File: config.mk
export PLATFORM = sky130hd
export DESIGN_NAME = player_motion_ctrl
export DESIGN_NICKNAME = d
export VERILOG_FILES = /design/src/rtl/player_motion_ctrl.sv
export SDC_FILE = /design/constraint.sdc
export NUM_CORES = 1
export LEC_CHECK = 0
export BUFFER_PORTS_ARGS = -buffer_cell sky130_fd_sc_hd__buf_2
export CAP_MARGIN = 20
export CELL_PAD_IN_SITES_DETAIL_PLACEMENT = 1
export CELL_PAD_IN_SITES_GLOBAL_PLACEMENT = 1
export CORE_MARGIN = 2
export CORE_UTILIZATION = 43
export DETAILED_ROUTE_END_ITERATION = 8
export PLACE_DENSITY = 0.86
export SETUP_SLACK_MARGIN = 0.05
export SLEW_MARGIN = 20
export SYNTH_ARGS = -nofsm -noshare
export SYNTH_HDL_FRONTEND = slang
export SYNTH_SLANG_ARGS = --single-unit
File: constraint.sdc
create_clock -name Clk -period 3.2 [get_ports Clk]
set_input_delay 0.48 -clock Clk [delete_from_list [all_inputs] [get_ports Clk]]
set_output_delay 0.48 -clock Clk [all_outputs]
set_load 0.01 [all_outputs]
File: src/rtl/player_motion_ctrl.sv
// player_motion_ctrl: per-frame jump/gravity integrator for the player's vertical motion
module player_motion_ctrl #(
    parameter int Y_W = 10,
    parameter int GROUND_Y = 400,
    parameter int JUMP_V0 = 12,
    parameter int GRAVITY = 1,
    parameter int MAX_FALL = 12,
    parameter logic [7:0] JUMP_KEY = 8'h1A,
    parameter int RESPAWN_FRAMES = 30
) (
    input  logic              Clk,
    input  logic              Reset,
    input  logic              internal_reset,
    input  logic              screen,
    input  logic              frame_tick,
    input  logic [7:0]        keycode,
    output logic [Y_W-1:0]    player_y,
    output logic signed [5:0] player_vy,
    output logic              airborne,
    output logic              landed,
    output logic [7:0]        jump_count
);
    typedef enum logic [1:0] {IDLE, RESPAWN, GROUNDED, AIRBORNE} state_t;
    localparam int CW = $clog2(RESPAWN_FRAMES + 1);
    state_t state, state_n;
    logic [7:0] key_q, jc_n;
    logic jump_pending, press, jump_req, air_n, land_n;
    logic [CW-1:0] cnt, cnt_n, cnt_inc;
    logic [Y_W-1:0] y_n;
    logic signed [5:0] vy_n, vy_fall;
    logic signed [6:0] vy_inc;
    logic signed [Y_W+1:0] y_sum;
    assign press = (keycode == JUMP_KEY) && (key_q != JUMP_KEY);
    assign jump_req = jump_pending | press;
    assign y_sum = $signed({2'b00, player_y}) + (Y_W+2)'(player_vy);
    assign vy_inc = 7'(player_vy) + 7'(GRAVITY);
    assign vy_fall = (vy_inc > 7'(MAX_FALL)) ? 6'(MAX_FALL) : vy_inc[5:0];
    assign cnt_inc = cnt + 1'b1;
    always_comb begin
        state_n = state;
        y_n = player_y;
        vy_n = player_vy;
        air_n = airborne;
        land_n = 1'b0;
        jc_n = jump_count;
        cnt_n = cnt;
        if (internal_reset) begin
            state_n = RESPAWN;
            y_n = Y_W'(GROUND_Y);
            vy_n = '0;
            air_n = 1'b0;
            jc_n = '0;
            cnt_n = '0;
        end else if (!screen) begin
            state_n = IDLE;
            y_n = Y_W'(GROUND_Y);
            vy_n = '0;
            air_n = 1'b0;
        end else begin
            unique case (state)
                IDLE: state_n = GROUNDED;
                RESPAWN: if (frame_tick) begin
                    cnt_n = cnt_inc;
                    state_n = (cnt_inc == CW'(RESPAWN_FRAMES)) ? GROUNDED : RESPAWN;
                end
                GROUNDED: if (frame_tick && jump_req) begin
                    state_n = AIRBORNE;
                    y_n = Y_W'(GROUND_Y - JUMP_V0);
                    vy_n = 6'(GRAVITY - JUMP_V0);
                    air_n = 1'b1;
                    jc_n = (jump_count == 8'hFF) ? jump_count : jump_count + 8'd1;
                end
                AIRBORNE: if (frame_tick) begin
                    if (y_sum >= (Y_W+2)'(GROUND_Y)) begin
                        state_n = GROUNDED;
                        y_n = Y_W'(GROUND_Y);
                        vy_n = '0;
                        air_n = 1'b0;
                        land_n = 1'b1;
                    end else if (y_sum[Y_W+1]) begin
                        y_n = '0;
                        vy_n = '0;
                    end else begin
                        y_n = y_sum[Y_W-1:0];
                        vy_n = vy_fall;
                    end
                end
                default: state_n = IDLE;
            endcase
        end
    end
    always_ff @(posedge Clk) begin
        if (Reset) begin
            state <= IDLE;
            player_y <= Y_W'(GROUND_Y);
            player_vy <= '0;
            airborne <= 1'b0;
            landed <= 1'b0;
            jump_count <= '0;
            cnt <= '0;
            key_q <= '0;
            jump_pending <= 1'b0;
        end else begin
            state <= state_n;
            player_y <= y_n;
            player_vy <= vy_n;
            airborne <= air_n;
            landed <= land_n;
            jump_count <= jc_n;
            cnt <= cnt_n;
            key_q <= keycode;
            jump_pending <= frame_tick ? 1'b0 : jump_pending | press;
        end
    end
endmodule

After elaboration in Yosys (flattened, before gate mapping)
Cells that the tools add are included.
{"block": "totals", "ff_bits": 42, "inputBits": 13, "elab_cells": 74, "output_inout_bits": 26}
{"block": "classes", "bitwise": 5, "n_reduce_logical": 14, "n_lt_le_gt_ge": 2, "n_eq_ne": 15, "muxes": 24, "add_sub_neg": 4}
{"op": "2-to-1 mux 10 bit", "n": 4}
{"op": "2-to-1 mux 6 bit", "n": 5}
{"op": "one-hot mux 10 bit (2 select lines)", "n": 1}
{"op": "inequality test 4 bit (second input constant)", "n": 4}
{"op": "AND reduction 4 bit", "n": 4}
{"op": "adder 11 x 6 -> 12 bit", "n": 1}
{"op": "greater-or-equal comparator 12 x 10 -> 1 bit (second input constant)", "n": 1}
{"op": "one-hot mux 6 bit (2 select lines)", "n": 1}
{"op": "2-to-1 mux 2 bit", "n": 5}
{"op": "adder 8 x 1 -> 8 bit (second input constant)", "n": 1}
{"op": "equality test 8 x 5 -> 1 bit (second input constant)", "n": 1}
{"op": "equality test 8 bit (second input constant)", "n": 1}
{"op": "inequality test 2 bit (second input constant)", "n": 4}
{"op": "inequality test 8 x 5 -> 1 bit (second input constant)", "n": 1}
{"op": "one-hot mux 2 bit (4 select lines)", "n": 1}
{"op": "adder 6 x 2 -> 7 bit (second input constant)", "n": 1}
{"op": "greater-than comparator 7 x 5 -> 1 bit (second input constant)", "n": 1}
{"op": "2-to-1 mux 1 bit", "n": 6}
{"op": "AND reduction 3 bit", "n": 2}
{"op": "adder 5 x 1 -> 5 bit (second input constant)", "n": 1}
{"op": "equality test 5 bit (second input constant)", "n": 1}
{"op": "OR reduction 5 bit", "n": 1}
{"op": "equality test 2 bit (second input constant)", "n": 2}
{"op": "inverter 1 bit", "n": 4}
{"op": "other kinds (8)", "n": 10}

Depth between registers and ports, before layout
{"block": "logic_depth", "word_depth": 8, "mapped_depth": 11, "depth_no_buf": 11}

Least setup slack after synthesis
Ideal clock, no wire load.
{"block": "synth_timing", "path_kind": "reg2reg", "startpoint": "reg player_vy[0]", "endpoint": "reg player_vy[0]", "path_stages_with_launch": 12, "path_buffers": 0, "arrival_time_ns": 2.727, "setup_time_ns": 0.071, "path_slack_ns": 0.403, "cell_sequence": "dfxtp_1 -> ha_1 -> inv_1 -> fa_1 -> nor2b_1 -> o221ai_1 -> a21oi_1 -> xor2_1 -> o211ai_1 -> nand3_2 -> or4b_1 -> a21oi_1"}
{"block": "synth_via", "elab_chain_len": 7, "word_cells_on_any_way": 9, "cone_classes": "2 x add/sub; 2 x order compare; 5 x mux"}
{"item": "from (decl)", "line": "18", "rtl": "output logic signed [5:0] player_vy,"}
{"item": "from (signal assigned)", "line": "106", "rtl": "player_vy <= vy_n;"}
{"item": "adder 6 x 2 -> 7 bit", "line": "36", "rtl": "assign vy_inc = 7'(player_vy) + 7'(GRAVITY);"}
{"item": "greater-than comparator 7 x 5 -> 1 bit", "line": "37", "rtl": "assign vy_fall = (vy_inc > 7'(MAX_FALL)) ? 6'(MAX_FALL) : vy_inc[5:0];"}
{"item": "2-to-1 mux 6 bit", "line": "37"}
{"item": "2-to-1 mux 6 bit", "line": "80", "rtl": "end else if (y_sum[Y_W+1]) begin"}
{"item": "2-to-1 mux 6 bit (*)", "line": "74", "rtl": "if (y_sum >= (Y_W+2)'(GROUND_Y)) begin"}
{"item": "2-to-1 mux 6 bit (*)", "line": "73", "rtl": "AIRBORNE: if (frame_tick) begin"}
{"item": "one-hot mux 6 bit (2 select lines) (*)", "line": "60", "rtl": "unique case (state)"}
Every way passes the cells marked *; elsewhere a longest branch is shown, timed or not. The select of a mux whose other input is x is not followed.
A chain may end at the register's enable or synchronous reset.

Worst setup path after layout
{"block": "layout_timing", "startpoint": "reg player_y[0]", "endpoint": "reg player_vy[0]"}
{"block": "layout_via", "elab_chain_len": 5, "word_cells_on_any_way": 6, "cone_classes": "1 x add/sub; 1 x order compare; 4 x mux"}
{"item": "from (decl)", "line": "17", "rtl": "output logic [Y_W-1:0] player_y,"}
{"item": "from (signal assigned)", "line": "95", "rtl": "player_y <= Y_W'(GROUND_Y);"}
{"item": "from (signal assigned)", "line": "105", "rtl": "player_y <= y_n;"}
{"item": "adder 11 x 6 -> 12 bit (*)", "line": "35", "rtl": "assign y_sum = $signed({2'b00, player_y}) + (Y_W+2)'(player_vy);"}
{"item": "greater-or-equal comparator 12 x 10 -> 1 bit / 2-to-1 mux 6 bit (equally long branches)", "line": "74, 80"}
{"item": "2-to-1 mux 6 bit (*)", "line": "74"}
{"item": "2-to-1 mux 6 bit (*)", "line": "73"}
{"item": "one-hot mux 6 bit (2 select lines) (*)", "line": "60"}
Marked as above.

==> metrics.txt <==
status=completed; worst-path cell chain=ha_1, inv_1, fa_1, nor2b_4, o221ai_2, a21oi_1, xor2_1, o211ai_1, nand3_2, or4b_1, a21oi_1; CTS Buf Count=5; Lkg Pwr=0.00135 µW; antenna diode count=0; H-tree level count=2; total gr overflow=0; Root Buffer=clkbuf_8; area of the multi-input gates=0.00170 mm²; Syn Nets=350; CP arrival=3240 ps; most used cell, CP=a21oi_1; Max Clock Skew=7.77 ps; RD Place Congestion=0.857; nets=391; Die Width=82.3 µm; min Tclk post-route=3030 ps; CP endpoint kind=flop; vias=2500; Yosys reg bits=42; final slew viol count=0; first-pass GRT wire length=11500 µm; CP max stage cell=or4b_1; post-synthesis cell area=0.00264 mm²; placed inst area=0.00293 mm²; clock buffer depth=2; total power=1010 µW; Num Clock Sinks=42; Die Height=82.3 µm; hpwl dp=5570 µm; FF-to-FF Start=player_y[0]$_SDFFE_PP0P_; final instance area=0.00306 mm²; clock latency on the worst-skew pair=300 ps; largest net degree at the start of global routing=14; final worst setup slack=174 ps; Seq/Total Area, Yosys=31.9%; core area=0.00592 mm²; remaining antenna violation count=0; post-CTS setup buffer count=0; final core occ=51.7%; Worst path max stage delay=490 ps; fraction of registers with async set/reset=0%; worst slew pin tran=550 ps; num rows=28; final hold viol count=0; Synth Flop Type=dfxtp_1; IO Port Bufs=38; number of flops mapped to enable cells by yosys=0; Pwr Density=331 mW/mm²; critical path launch point type=flop; DRT iter0 DRCs=92; yosys warns=0; fraction of layout cells with a size suffix above 1=18.9%; CTS tree=built; HP Start=frame_tick; period utilization=94.6%; Initial Util=44.5%; final wirelength=7340 µm; critical path class=reg2reg; Max FO, Critical Path=5; Synth cell types=57; max_slew headroom=63.2%; Clock Pin Slew Worst Setup and Hold Paths=90 ps; number of global-route vias before repair=2415; vias per cell=5.76; initial antenna violation count=0; Setup-failing EPs final=0; register area=841 µm²; Layout area overhead=16.0%; worst path bufs/invs=1; Worst Hold Class=in2reg; setup tns final=0 ps; maxcap violations=0; FILL cells=742; I/O pin count=39; All-Layer GR Usage=22.1%; Top Family by Delay on Critical Path=simple AND/OR/NAND/NOR gates; Synth Instances=317; pre-CTS setup slack=13.5 ps; crit path from=player_y[0]$_SDFFE_PP0P_; DR DRC count=0; maximum vdd drop=200 µV; drt first pass iters=4; Achievable Freq=330 MHz; Critical Path RT=3420 ps; unrepaired setup endpoints after global routing=true; Mapped Avg Cell Area=8.32 µm²; post-DR wirelength/cell=16.9 µm; Die ar.=0.00677 mm²
==> area by class of cell <==
cell class	instances	area share [%]
Clock inverter	2	1.23
Timing Repair Buffer	47	8.43
Multi-Input combinational cell	248	55.7
Sequential cell	42	27.5
Tap cell	75	3.07
Inverter	14	1.72
Clock buffer	6	2.37
==> cells by family (layout without fill, tap and decap cells) <==
kind of cell | count (synthesis) | count (layout) | share of synthesized area [%]
AND/OR/NAND/NOR | 120 | 120 | 23.7
XOR/XNOR | 24 | 24 | 7.97
adder cells (fa/ha/maj) | 20 | 20 | 9.78
AO/OA/AOI/OAI | 82 | 82 | 21.3
flip-flops | 42 | 42 | 31.9
buffers and inverters | 27 | 69 | 4.18
multiplexers | 2 | 2 | 1.23
==> repair_timing <==
action / 4_1_cts / 5_1_grt
setup endpoints to repair: 4 / 3
hold buffers: 0 / 0
resized for setup: 2 / 2
==> cells in the final DEF, fill, tap and decap left out, types with 2 or more instances in the layout <==
master	instances
nor4b_1	2
a21o_1	5
dfxtp_1	42
nor2_1	38
buf_2	38
a211oi_1	3
nand2_1	15
nand4_1	9
o21ai_0	11
nand3_1	15
a31oi_1	4
nand2b_1	2
o22ai_1	4
xor2_1	16
o211ai_1	3
nor3_1	8
or2_2	3
and3_1	5
o31a_1	2
ha_1	19
a21oi_1	24
inv_1	14
buf_4	9
nor3b_1	2
o221a_2	2
a211o_1	3
clkbuf_8	5
a22oi_1	5
nor2b_1	10
or4_1	2
xnor2_1	8
==> worst paths after layout <==
kind                            slack (ps)  cells after the start                         to
worst max-delay path                   170                     11  player_vy[0]$_SDFFE_PP0P_
worst min-delay path                   410                      2    jump_pending$_SDFF_PP0_
worst max register to register         170                     11  player_vy[0]$_SDFFE_PP0P_
worst min register to register         510                      1   player_y[4]$_SDFFE_PP1P_
==> registers in the layout, indices dropped and copies added (netlist names) <==
signal        cells
player_vy         6
airborne          1
cnt               5
jump_pending      1
state             2
player_y         10
key_q             8
landed            1
jump_count        8
==> worst register-to-register path, stage by stage, from the launching register on <==
cell	delay (ps)
dfxtp_1	360
ha_1	250
inv_1	80
fa_1	430
nor2b_4	200
o221ai_2	190
a21oi_1	200
xor2_1	170
o211ai_1	240
nand3_2	170
or4b_1	490
a21oi_1	160
==> synth_stat cells (8+ instances only) <==
master	count	area, µm²
a21oi_1	24	120
clkbuf_1	10	37.5
dfxtp_1	42	841
ha_1	19	238
inv_1	14	52.6
nand2_1	15	56.3
nand3_1	15	75.1
nand4_1	9	56.3
nor2_1	38	143
nor2b_1	11	68.8
nor3_1	8	40.0
o21ai_0	11	55.1
xnor2_1	8	70.1
xor2_1	16	140
==> per-stage QoR <==
| step | hold WS, ps | instances |
|---|---|---|
| 2_1_floorplan | 479 | 317 |
| 3_3_place_gp | 477 | 426 |
| 3_5_place_dp | 486 | 426 |
| 4_1_cts | 398 | 434 |
| 5_1_grt | 395 | 434 |
| 6_report | 406 | 434 |
==> power breakdown <==
part	switching (µW)	total (µW)	internal (µW)	leakage, µW
clock	193	427	233	0.0000514
sequential	4.25	534	530	0.000341
combinational	30.7	52.5	21.8	0.000955
==> routing by layer <==
layer | part of all wire [%] | vias up | wire length, µm | GRT usage (%)
li1 | - | 1232 | - | -
met1 | 45 | 1209 | 3310 | 29.0
met2 | 50 | 50 | 3640 | 37.2
met3 | 4.2 | 9 | 305 | 4.13
met4 | 1.1 | 0 | 82 | 6.00
met5 | 0 | - | 0 | 0
(Power assumes the default switching activity.)
